[config.mk]
export PLATFORM = sky130hd
export DESIGN_NAME = voter_registry_flat
export DESIGN_NICKNAME = d
export VERILOG_FILES = /design/src/rtl/voter_registry_if.sv /design/src/rtl/voter_registry.sv /design/src/flat_wrapper.sv
export SDC_FILE = /design/constraint.sdc
export NUM_CORES = 1
export LEC_CHECK = 0
export ABC_CLOCK_PERIOD_IN_PS = 3200
export CORE_MARGIN = 10
export CORE_UTILIZATION = 50
export CTS_CLUSTER_SIZE = 16
export DETAILED_ROUTE_END_ITERATION = 16
export PLACE_DENSITY = 0.78
export SLEW_MARGIN = 20
export SYNTH_ARGS = -nofsm -noshare
export SYNTH_HDL_FRONTEND = slang
export SYNTH_SLANG_ARGS = --single-unit
[constraint.sdc]
create_clock -name clk -period 3.2 [get_ports clk]
set_input_delay 0.96 -clock clk [delete_from_list [all_inputs] [get_ports clk]]
set_output_delay 0.96 -clock clk [all_outputs]
set_load 0.01 [all_outputs]
[src/rtl/voter_registry_if.sv]
// Bus between the voter-ID entry logic and the voter registry: request/clear/query
// inputs plus the result strobe, status and turnout outputs.
interface voter_registry_if #(
    parameter int ID_W  = 4,
    parameter int CNT_W = 4
);
    logic             election_open;
    logic             vote_req;
    logic [ID_W-1:0]  voter_id;
    logic             clear_all;
    logic [ID_W-1:0]  query_id;
    logic             query_voted;
    logic             busy;
    logic             result_valid;
    logic [1:0]       result_code;
    logic [CNT_W-1:0] voted_count;
    logic             all_voted;
    logic [1:0]       fsm_state;

    // Handshake: vote_req is a one-cycle strobe honoured only while busy = 0;
    // exactly one result_valid pulse answers each accepted request, and
    // result_code is meaningful only during that pulse.
    modport master (
        output election_open, vote_req, voter_id, clear_all, query_id,
        input  query_voted, busy, result_valid, result_code, voted_count, all_voted, fsm_state
    );

    modport slave (
        input  election_open, vote_req, voter_id, clear_all, query_id,
        output query_voted, busy, result_valid, result_code, voted_count, all_voted, fsm_state
    );
endinterface

[src/rtl/voter_registry.sv]
// Per-voter "has voted" store: authorises each voter at most once per session,
// rejects duplicate/out-of-range/closed requests and tracks turnout.
module voter_registry #(
    parameter int ID_W       = 4,
    parameter int NUM_VOTERS = 10,
    parameter int CNT_W      = $clog2(NUM_VOTERS + 1)
) (
    input  logic             clk,
    input  logic             reset,
    voter_registry_if.slave  bus
);
    typedef enum logic [1:0] {
        IDLE   = 2'd0,
        LOOKUP = 2'd1,
        COMMIT = 2'd2
    } state_t;

    localparam logic [1:0] CODE_OK        = 2'b00;
    localparam logic [1:0] CODE_DUPLICATE = 2'b01;
    localparam logic [1:0] CODE_RANGE     = 2'b10;
    localparam logic [1:0] CODE_CLOSED    = 2'b11;

    localparam int NUM_SLOTS = 1 << ID_W;
    localparam logic [ID_W:0]    ID_LIMIT = (ID_W + 1)'(NUM_VOTERS);
    localparam logic [CNT_W-1:0] CNT_MAX  = CNT_W'(NUM_VOTERS);

    state_t           state, state_nxt;
    logic [ID_W-1:0]  req_id;
    logic             req_open;
    logic [1:0]       code_q;
    logic [1:0]       lookup_code;
    logic             accept;
    logic             commit_ok;
    logic             clear_ok;
    // Sized to the full ID space so any id can index safely; slots at or
    // above NUM_VOTERS are never written and read back as 0.
    logic [NUM_SLOTS-1:0] flags;
    logic [CNT_W-1:0] count_q;
    logic [CNT_W-1:0] count_inc;
    logic             all_q;

    always_ff @(posedge clk or posedge reset) begin
        if (reset) state <= IDLE;
        else       state <= state_nxt;
    end

    always_comb begin
        state_nxt   = state;
        lookup_code = CODE_OK;
        accept      = 1'b0;
        case (state)
            IDLE: begin
                if (bus.vote_req) begin
                    accept    = 1'b1;
                    state_nxt = LOOKUP;
                end
            end
            LOOKUP: begin
                if (!req_open)                   lookup_code = CODE_CLOSED;
                else if ({1'b0, req_id} >= ID_LIMIT) lookup_code = CODE_RANGE;
                else if (flags[req_id])          lookup_code = CODE_DUPLICATE;
                else                             lookup_code = CODE_OK;
                state_nxt = COMMIT;
            end
            COMMIT:  state_nxt = IDLE;
            default: state_nxt = IDLE;
        endcase
    end

    // A clear competing with a request loses; the request is served instead.
    assign clear_ok  = (state == IDLE) && !bus.election_open && !bus.vote_req && bus.clear_all;
    assign commit_ok = (state == COMMIT) && (code_q == CODE_OK);
    assign count_inc = count_q + 1'b1;

    always_ff @(posedge clk or posedge reset) begin
        if (reset) begin
            req_id   <= '0;
            req_open <= 1'b0;
            code_q   <= CODE_OK;
            flags    <= '0;
            count_q  <= '0;
            all_q    <= 1'b0;
        end else begin
            if (accept) begin
                req_id   <= bus.voter_id;
                req_open <= bus.election_open;
            end
            if (state == LOOKUP) code_q <= lookup_code;
            if (commit_ok) begin
                flags[req_id] <= 1'b1;
                if (count_q != CNT_MAX) begin
                    count_q <= count_inc;
                    all_q   <= (count_inc == CNT_MAX);
                end
            end else if (clear_ok) begin
                flags   <= '0;
                count_q <= '0;
                all_q   <= 1'b0;
            end
        end
    end

    assign bus.busy         = (state != IDLE);
    assign bus.result_valid = (state == COMMIT);
    assign bus.result_code  = code_q;
    assign bus.voted_count  = count_q;
    assign bus.all_voted    = all_q;
    assign bus.query_voted  = ({1'b0, bus.query_id} < ID_LIMIT) && flags[bus.query_id];
    assign bus.fsm_state    = state;
endmodule

[src/flat_wrapper.sv]
// flat-port wrapper written by rule: the top's interface ports become plain ports
module voter_registry_flat 
#(
    parameter int ID_W       = 4,
    parameter int NUM_VOTERS = 10,
    parameter int CNT_W      = $clog2(NUM_VOTERS + 1)
)
  (clk, reset, bus_election_open, bus_vote_req, bus_voter_id, bus_clear_all, bus_query_id, bus_query_voted, bus_busy, bus_result_valid, bus_result_code, bus_voted_count, bus_all_voted, bus_fsm_state);
  voter_registry_if #(.ID_W(ID_W), .CNT_W(CNT_W)) bus_i ();
  input  logic clk;
  input  logic reset;
  input wire logic [$bits(bus_i.election_open)-1:0] bus_election_open;
  input wire logic [$bits(bus_i.vote_req)-1:0] bus_vote_req;
  input wire logic [$bits(bus_i.voter_id)-1:0] bus_voter_id;
  input wire logic [$bits(bus_i.clear_all)-1:0] bus_clear_all;
  input wire logic [$bits(bus_i.query_id)-1:0] bus_query_id;
  output wire logic [$bits(bus_i.query_voted)-1:0] bus_query_voted;
  output wire logic [$bits(bus_i.busy)-1:0] bus_busy;
  output wire logic [$bits(bus_i.result_valid)-1:0] bus_result_valid;
  output wire logic [$bits(bus_i.result_code)-1:0] bus_result_code;
  output wire logic [$bits(bus_i.voted_count)-1:0] bus_voted_count;
  output wire logic [$bits(bus_i.all_voted)-1:0] bus_all_voted;
  output wire logic [$bits(bus_i.fsm_state)-1:0] bus_fsm_state;
  assign bus_i.election_open = bus_election_open;
  assign bus_i.vote_req = bus_vote_req;
  assign bus_i.voter_id = bus_voter_id;
  assign bus_i.clear_all = bus_clear_all;
  assign bus_i.query_id = bus_query_id;
  assign bus_query_voted = bus_i.query_voted;
  assign bus_busy = bus_i.busy;
  assign bus_result_valid = bus_i.result_valid;
  assign bus_result_code = bus_i.result_code;
  assign bus_voted_count = bus_i.voted_count;
  assign bus_all_voted = bus_i.all_voted;
  assign bus_fsm_state = bus_i.fsm_state;
  voter_registry #(.ID_W(ID_W), .NUM_VOTERS(NUM_VOTERS), .CNT_W(CNT_W)) u_core (.clk(clk), .reset(reset), .bus(bus_i));
endmodule
Yosys cells after proc, flatten, opt, wreduce, memory -nomap -nowiden
Index checks and enable logic that the tools add are counted.
- order comparisons: 5
- bitwise logic cells: 1
- reduce and logical (&&, ||, !) cells: 13
- eq/ne operators: 6
- muxes and demuxes: 21
- add/sub/neg operators: 1
- operators with widths (cell ; number):
    two-way mux 16 bit ; 2
    OR 16 bit ; 1
    two-way mux 4 bit ; 3
    < comparator 4 x 5 -> 1 bit, second input constant ; 2
    two-way mux 1 bit ; 9
    binary-select mux 1 bit (select 4 bit) ; 2
    logical AND 1 bit ; 6
    two-way mux 2 bit ; 3
    adder 4 x 1 -> 4 bit, second input constant ; 1
    demux 1 bit (select 4 bit) ; 1
    == test 4 bit, second input constant ; 1
    greater-or-equal comparator 4 x 1 -> 1 bit, second input constant ; 1
    greater-or-equal comparator 4 bit, second input constant ; 1
    logical NOT 2 bit ; 2
    < comparator 4 bit, second input constant ; 1
    != test 2 bit, second input constant ; 2
    != test 4 bit, second input constant ; 1
    one-hot mux 2 bit (2 select lines) ; 1
    nonzero test 2 bit ; 2
    == test 2 x 1 -> 1 bit, second input constant ; 1
    == test 2 bit, second input constant ; 1
    logical NOT 1 bit ; 2
    AND reduction 2 bit ; 1
- register bits after elaboration: 30
- logic and storage cells: 54
- bits of input ports: 13
- output and inout port bits: 12

Longest topological paths before layout
Gate-level depths: netlist of run 1.
- word-level depth: 6
- gate-level depth with buffers: 6
- depth with buffers taken out: 6

Worst setup path before layout of run 1
Ideal clock, no wire load.
- path type: input port to output port
- start point: input port bus_query_id[0]
- end point: output port bus_query_voted
- setup slack: 0.375 ns
- path buffers: 0
- stages on the path: 4
- data arrival time: 1.865 ns
- required time: 2.240 ns
- path through: mux2i_1 > or2_2 > a2111oi_0 > a31o_2
- word-level cells in the longest chain between the ends: 3
- elaborated cells between the ends (all ways): 4
- those cells by class: order compare: 1; mux: 2; reduce/logical: 1
- RTL lines (element ; RTL line ; RTL):
    start: declaration ; flat_wrapper.sv:16 ; input wire logic [$bits(bus_i.query_id)-1:0] bus_query_id;
    binary-select mux 1 bit (select 4 bit) ; voter_registry.sv:108 ; assign bus.query_voted = ({1'b0, bus.query_id} < ID_LIMIT) && flags[bus.query_id];
    two-way mux 1 bit (not written as such) ; voter_registry.sv:108 ;
    logical AND 1 bit * ; voter_registry.sv:108 ;
    end: declaration ; flat_wrapper.sv:17 ; output wire logic [$bits(bus_i.query_voted)-1:0] bus_query_voted;
Mark *: on every way between the ends. The rest lies on a longest branch, timed or not. The select of a mux whose other input is x is not followed.

Worst setup path in the final report of run 1
- start point: input port bus_query_id[1]
- end point: output port bus_query_voted
The elaborated chain is that of the path after synthesis.

==> flow_metrics.tcl, run 1 <==
set metrics [dict create \
    result_of_the_run "finished clean" \
    tritoncts_clock_tree "done" \
    antenna-diode-count 0 \
    worstSkewPairLatency_ps 320 \
    power.clock.fraction 0.240 \
    htree_num_levels 1 \
    wl_per_cell_um 16.2 \
    worst_slew_pin_slew_ps 877 \
    timing.rr.start "u_core.bus.fsm_state[0]$_DFFE_PP0P_" \
    final_period_minus_worst_setup_slack_ps 3080 \
    die_x_um 70.4 \
    timing.final.max_slew_violations 0 \
    instances_no_fill 178 \
    min_delay_src "u_core.req_open$_DFFE_PP0P_" \
    timing.clock.skew_ps 16.7 \
    filler_cell_count 200 \
    seqCellArea_um2 601 \
    timing.hold.worst.class "reg2reg" \
    setup.worst_path.start "bus_query_id[1]" \
    grt_residual_overflow 0 \
    min_period_over_period 0.962 \
    post_drt_via_cell_ratio 5.68 \
    path_delay_family "compound AO/OA/AOI/OAI gates" \
    criticalPathCategory "in2out" \
    power_switching_uw 283 \
    endpoints_failing_setup 0 \
    cts.hold.buffers_added 0 \
    die_area_um2 4960 \
    maxClockFrequency_ghz 0.325 \
    hpwlAfterDp_um 2170 \
    critical_path_cell_list "dlygate4sd2_1 > buf_6 > a2111oi_4 > a2111oi_4 > a31o_2 > buf_2" \
    post-cts-setup-buffers 0 \
    global_route_wire_length_before_repair_um 5110 \
    place_inst 174 \
    io_pins 25 \
    slowest_delay_ps 370 \
    via_count_of_the_first_global_routing_pass 1077 \
    synth_area_per_cell_um2 10.3 \
    sink_count 24 \
    start_util 0.518 \
    postSynthCellCount 124 \
    drcViolationCount 0 \
    busiest_layer "met2" \
    vias 1011 \
    gp_routability_congestion 0.916 \
    ranking_of_synthesized_cells_by_area "dfrtp_1 47%, mux2i_1 5.5%, nor2_1 3.8%" \
    final_util 0.664 \
    postSynthRegisterBits 24 \
    critical_path.most_common_cell "a2111oi_4" \
    synth.top_cell.area_share 0.472 \
    crit_path_top_delay_cell "a2111oi_4" \
    met1_usage 0.136 \
    arrival_ps 2120 \
    grt_antenna_before_repair 0 \
    power.switching_fraction 0.312 \
    timing.critical_path.required_ps 2240 \
    max-vdd-ir-drop_mv 0.335 \
    ys_seq_area_frac 0.472 \
    rsz0062_at_grt "false" \
    total_track_usage 0.122 \
    fin_nets 165 \
    worst_setup_path_start_kind "primary input" \
    tns_ps 0 \
    synth_largest_area_cell "dfrtp_1" \
    grt_use_met3 0.0410 \
    clockBufferDepth 2 \
    p_leak_nw 0.721 \
    maxCapViolations 0 \
    power_per_cell_area_nw_per_um2 556 \
    fp-row-count 18 \
    max-slew-margin-rel 0.414 \
    drc_marker_count_from_the_first_detailed_route_iteration 54 \
    power_frac_comb 0.285 \
    synthesis.area_um2 1270 \
    core_um2 2450 \
    cts_buffers 3 \
    internal_power_component_uw 622 \
    cts_root_buf "clkbuf_4" \
    multi_input_area_um2 651 \
    cp.buffers_inverters 3 \
    areaGrowthSynthToFinish_pct 28.0 \
    routed_wl_um 2880 \
    yosys.cell_types.count 37 \
    grt_use_met2 0.213 \
    grt_start_max_net_pins 25 \
    clk_pin_slew_ps 120 \
    whs_ps 509 \
    synthesis.nets 140 \
    layout-drive-gt1-share 0.162 \
    buffer_ports.inserted 24 \
    drtPass1Iterations 4 \
    synthesis.yosys.warnings 0 \
    postRouteAntennaNets 0 \
    hold_violations 0 \
    worstPathMaxFanout 3 \
    die_height_um 70.4 \
    seq_power_share 0.475 \
    worst_setup_path_end_kind "output pin" \
]
registers in the layout, indices dropped and copies added (netlist names):
register / cells
u_core.bus.voted_count: 4
u_core.bus.fsm_state: 2
u_core.bus.all_voted: 1
u_core.req_open: 1
u_core.flags: 10
u_core.bus.result_code: 2
u_core.req_id: 4
path summary, 6_finish.rpt:
kind                                                         endpoint  slack (ps)  depth (start not counted)
worst max-delay path                                  bus_query_voted         120                          6
worst min-delay path            u_core.bus.result_code[1]$_DFFE_PP0N_         510                          1
worst max register to register  u_core.bus.voted_count[2]$_DFFE_PP0P_        1410                          4
worst min register to register  u_core.bus.result_code[1]$_DFFE_PP0N_         510                          1
max in group asynchronous       u_core.bus.result_code[1]$_DFFE_PP0N_        1530                          2
min in group asynchronous            u_core.bus.all_voted$_DFFE_PP0P_        1110                          2
power by group through the flow:
stage                     Sequential (mW)  Combinational (mW)  Clock (mW)
final                               0.430               0.258       0.217
after global routing                0.443               0.287       0.234
after CTS                           0.429               0.261       0.221
after detailed placement            0.434               0.253           0
after global placement              0.433               0.243           0
after floorplan                     0.415               0.158           0
cells in the mapped netlist:
cell       instances
a41oi_1            1
nand3_1            1
mux2_2             2
a31oi_1            5
o22ai_1            2
mux2i_1            7
a21oi_1            7
or2_1              1
nor3_2             1
nand2_1            3
nor3b_1            1
a21o_1             3
a31o_2             2
o21ai_0            5
nor2_2             2
a2111oi_0          2
or4b_1             1
a21oi_2            1
o311ai_0           1
nand3b_1           2
o2bb2ai_1          1
mux4_2             1
dfrtp_1           24
ha_1               3
buf_2              4
clkbuf_1           3
or2_2              2
nor3_1             4
inv_1              8
and2_1             1
nor2b_1            5
nor4b_4            1
nor2_1            13
o31ai_1            1
xnor2_1            1
a32o_1             1
mux2_4             1
worst register-to-register path: stages, from the launching register on:
cell	delay, ps
dfrtp_1	430
or4b_1	710
a21o_1	260
mux2i_1	120
a21o_1	170
kinds of logic after synthesis:
logic type | after synthesis | synth area share
muxes | 11 | 0.102
buffers and inverters | 15 | 0.0482
adders and majority gates | 3 | 0.0295
and+or+nand+nor | 38 | 0.173
DFF | 24 | 0.472
xor gates and xnor gates | 1 | 0.00688
AOI/OAI and AO/OA | 32 | 0.168
per-layer routing:
metal  wire [µm]  up-vias  share of wire
li1            -      490              -
met1        1170      488           0.41
met2        1470       27           0.51
met3         206        6          0.071
met4          37        0          0.013
met5           0        -              0
cells in the final DEF, fill, tap and decap left out, types with 2 or more instances in the layout:
cell type / Yosys / final
o21ai_0: 5 / 5
a31oi_1: 5 / 5
mux2_2: 2 / 2
ha_1: 3 / 3
a21o_1: 3 / 3
nor2_1: 13 / 13
a21oi_1: 7 / 7
a31o_2: 2 / 2
a2111oi_4: 0 / 2
dfrtp_1: 24 / 24
mux2i_1: 7 / 7
buf_6: 0 / 2
inv_1: 8 / 8
dlygate4sd2_1: 0 / 2
clkdlybuf4s50_1: 0 / 20
nand3b_1: 2 / 2
nor2_2: 2 / 2
nor3_1: 4 / 4
nand2_1: 3 / 3
nor2b_1: 5 / 5
clkbuf_4: 0 / 3
o22ai_1: 2 / 2
area by class of cell:
type                       instances  share of cell area
tap                               30              0.0230
inverter                           8              0.0184
timing repair buffer              27               0.158
sequential                        24               0.369
multi-input combinational         85               0.399
clock buffer                       3              0.0138
clock inverter                     1              0.0184
what timing repair did:
action	CTS	global route
gates resized for setup	17	1
setup endpoints to repair	1	1
endpoints found under the hold margin	0	0
pin swaps	2	0
stage by stage:
step	setup WS, ps	area [µm²]	power [mW]
after floorplan	375	1270	0.573
after global placement	-628	1540	0.676
after detailed placement	-761	1540	0.687
after CTS	28.5	1630	0.911
after global routing	75.2	1630	0.963
final	120	1630	0.905
Note: power is estimated with default switching activity, not from simulation.
==> inputs of run 2 (changes only) <==
- REMOVE_ABC_BUFFERS: unset -> 1
==> run 2 against run 1 <==
- hold slack improved by 14 ps
- count of clock-buffer cells in the layout unchanged
- total power shrank 8.7%
- flip-flop and latch count unchanged
- worst setup slack got worse by 72 ps
- utilization fell by 0.46 points
- combinational power is essentially flat
- design area decreased by 0.69%
- routed wire length up 4.8%
- die area is the same
- register-to-register slack worse by 50 ps
- critical path type unchanged
- largest cell class unchanged
- largest power group unchanged
==> flow_metrics.tcl, run 2 (synthesized netlist as in run 1, its figures left out) <==
set metrics [dict create \
    result_of_the_run "finished clean" \
    core_um2 2450 \
    timing.hold.worst.class "reg2reg" \
    grt_use_met2 0.206 \
    filler_cell_count 199 \
    worstPathMaxFanout 4 \
    worst_slew_pin_slew_ps 880 \
    post_drt_via_cell_ratio 5.70 \
    clockBufferDepth 2 \
    cts_root_buf "clkbuf_4" \
    power_per_cell_area_nw_per_um2 511 \
    arrival_ps 2190 \
    clk_pin_slew_ps 140 \
    max-vdd-ir-drop_mv 0.296 \
    final.setup.worst_slack_ps 48.4 \
    global_route_wire_length_before_repair_um 4950 \
    gp_routability_congestion 0.847 \
    areaGrowthSynthToFinish_pct 27.1 \
    layout_commonest_cell "dfrtp_1" \
    routed_wl_um 3020 \
    start_util 0.518 \
    grt_use_met3 0.0325 \
    vias 1009 \
    min_delay_src "u_core.req_open$_DFFE_PP0P_" \
    cts_buffers 3 \
    fin_nets 165 \
    placement.setup.worst_slack_ps -681 \
    tns_ps 0 \
    hold_violations 0 \
    worstSkewPairLatency_ps 320 \
    slowest_delay_ps 380 \
    buffer_ports.inserted 24 \
    multi_input_area_um2 651 \
    seqCellArea_um2 601 \
    die_x_um 70.4 \
    min_period_over_period 0.985 \
    maxClockFrequency_ghz 0.317 \
    grt_residual_overflow 0 \
    max-slew-margin-rel 0.412 \
    maxCapViolations 0 \
    most_frequent_cells_in_the_layout "24 x dfrtp_1, 20 x clkdlybuf4s50_1, 13 x nor2_1" \
    worst_setup_path_start_kind "primary input" \
    htree_num_levels 1 \
    crit_path_top_delay_cell "a2111oi_4" \
    wl_per_cell_um 17.1 \
    die_area_um2 4960 \
    fp-row-count 18 \
    antenna-diode-count 0 \
    tritoncts_clock_tree "done" \
    met1_usage 0.137 \
    grt_antenna_before_repair 0 \
    timing.critical_path.required_ps 2240 \
    final_period_minus_worst_setup_slack_ps 3150 \
    ff2ff_path_depth 4 \
    busiest_layer "met2" \
    io_pins 25 \
    number_of_flip_flops_in_the_largest_register 10 \
    criticalPathCategory "in2out" \
    cts.hold.buffers_added 0 \
    postRouteAntennaNets 0 \
    grt_start_max_net_pins 25 \
    worstHoldPathCells 1 \
    critical_path_cell_list "clkdlybuf4s15_1 > buf_6 > nor2b_1 > a2111oi_4 > a2111oi_4 > a31o_2 > buf_6" \
    whs_endpoint "u_core.bus.result_code[1]$_DFFE_PP0N_" \
    timing.final.max_slew_violations 0 \
    p_leak_nw 0.725 \
    timing.clock.skew_ps 16.3 \
    worst_setup_path_end_kind "output pin" \
    total_track_usage 0.119 \
    destination_of_the_worst_register_to_register_timing_path "u_core.bus.voted_count[0]$_DFFE_PP0P_" \
    timing.rr.start "u_core.bus.fsm_state[0]$_DFFE_PP0P_" \
    drcViolationCount 0 \
    endpoints_failing_setup 0 \
    drc_marker_count_from_the_first_detailed_route_iteration 47 \
    rsz0062_at_grt "false" \
    timing.reg2reg.setup_slack_ps 1360 \
    largest_register_by_flop_count "u_core.flags" \
    layout-drive-gt1-share 0.150 \
    die_height_um 70.4 \
    hpwlAfterDp_um 2250 \
    drtPass1Iterations 4 \
    sink_count 24 \
    via_count_of_the_first_global_routing_pass 1076 \
]
[run 2: cell types whose count changed in the layout (fill, tap and decap cells not counted), sizes merged]
cell	before	now
dlygate4sd2	2	0
dlymetal6s2s	0	2
bufinv	1	0
clkbuf	4	3
clkdlybuf4s15	0	1
[run 2: worst max-delay path, delay by kind of cell]
kind	cells	cell delay (ps)
buf+inv	3	480
simple gates	1	70
compound gates	3	680
[run 2: how the worst max path moves through the flow]
stage / to / startpoint / depth (start not counted)
finish: bus_query_voted / bus_query_id[0] / 7
global route: bus_query_voted / bus_query_id[0] / 7
CTS: bus_query_voted / bus_query_id[1] / 6
detailed placement: bus_query_voted / bus_query_id[0] / 7
global placement: bus_query_voted / bus_query_id[0] / 6
floorplan: bus_query_voted / bus_query_id[0] / 4
[run 2: power breakdown]
group	switching [mW]	internal (mW)	total (mW)
clock	0.0891	0.0440	0.133
combinational	0.120	0.141	0.261
sequential	0.0761	0.356	0.432
total	0.285	0.541	0.826
[run 2: routing by layer]
layer,vias up,wire (µm)
li1,485,-
met1,490,1310
met2,30,1530
met3,4,159
met4,0,23
met5,-,0
[run 2: what timing repair did]
item | in CTS | in global routing
gates resized for setup | 11 | 7
setup endpoints to repair | 1 | 1
buffers inserted | 0 | 0
pin swaps | 1 | 1
endpoints found under the hold margin | 0 | 0
[run 2: cell type report]
cell class | instances | area share
inverter | 8 | 0.0186
multi-input combinational | 85 | 0.402
sequential | 24 | 0.371
tap | 30 | 0.0232
timing repair buffer | 27 | 0.171
clock buffer | 3 | 0.0139
[run 2: per-stage QoR]
stage	power [mW]	instance area (µm²)	hold WS, ps	std cells	utilization
3_5_place_dp	0.689	1540	499	174	0.628
2_1_floorplan	0.563	1240	461	117	-
5_1_grt	0.874	1620	559	177	0.659
4_1_cts	0.821	1580	522	177	0.644
3_3_place_gp	0.681	1540	488	174	0.628
6_report	0.826	1620	523	177	0.659
==> inputs of run 3 (changes only) <==
- TNS_END_PERCENT: unset -> 1
==> results of run 3 <==
Final layout, timing and power as in run 2 (identical DEF).
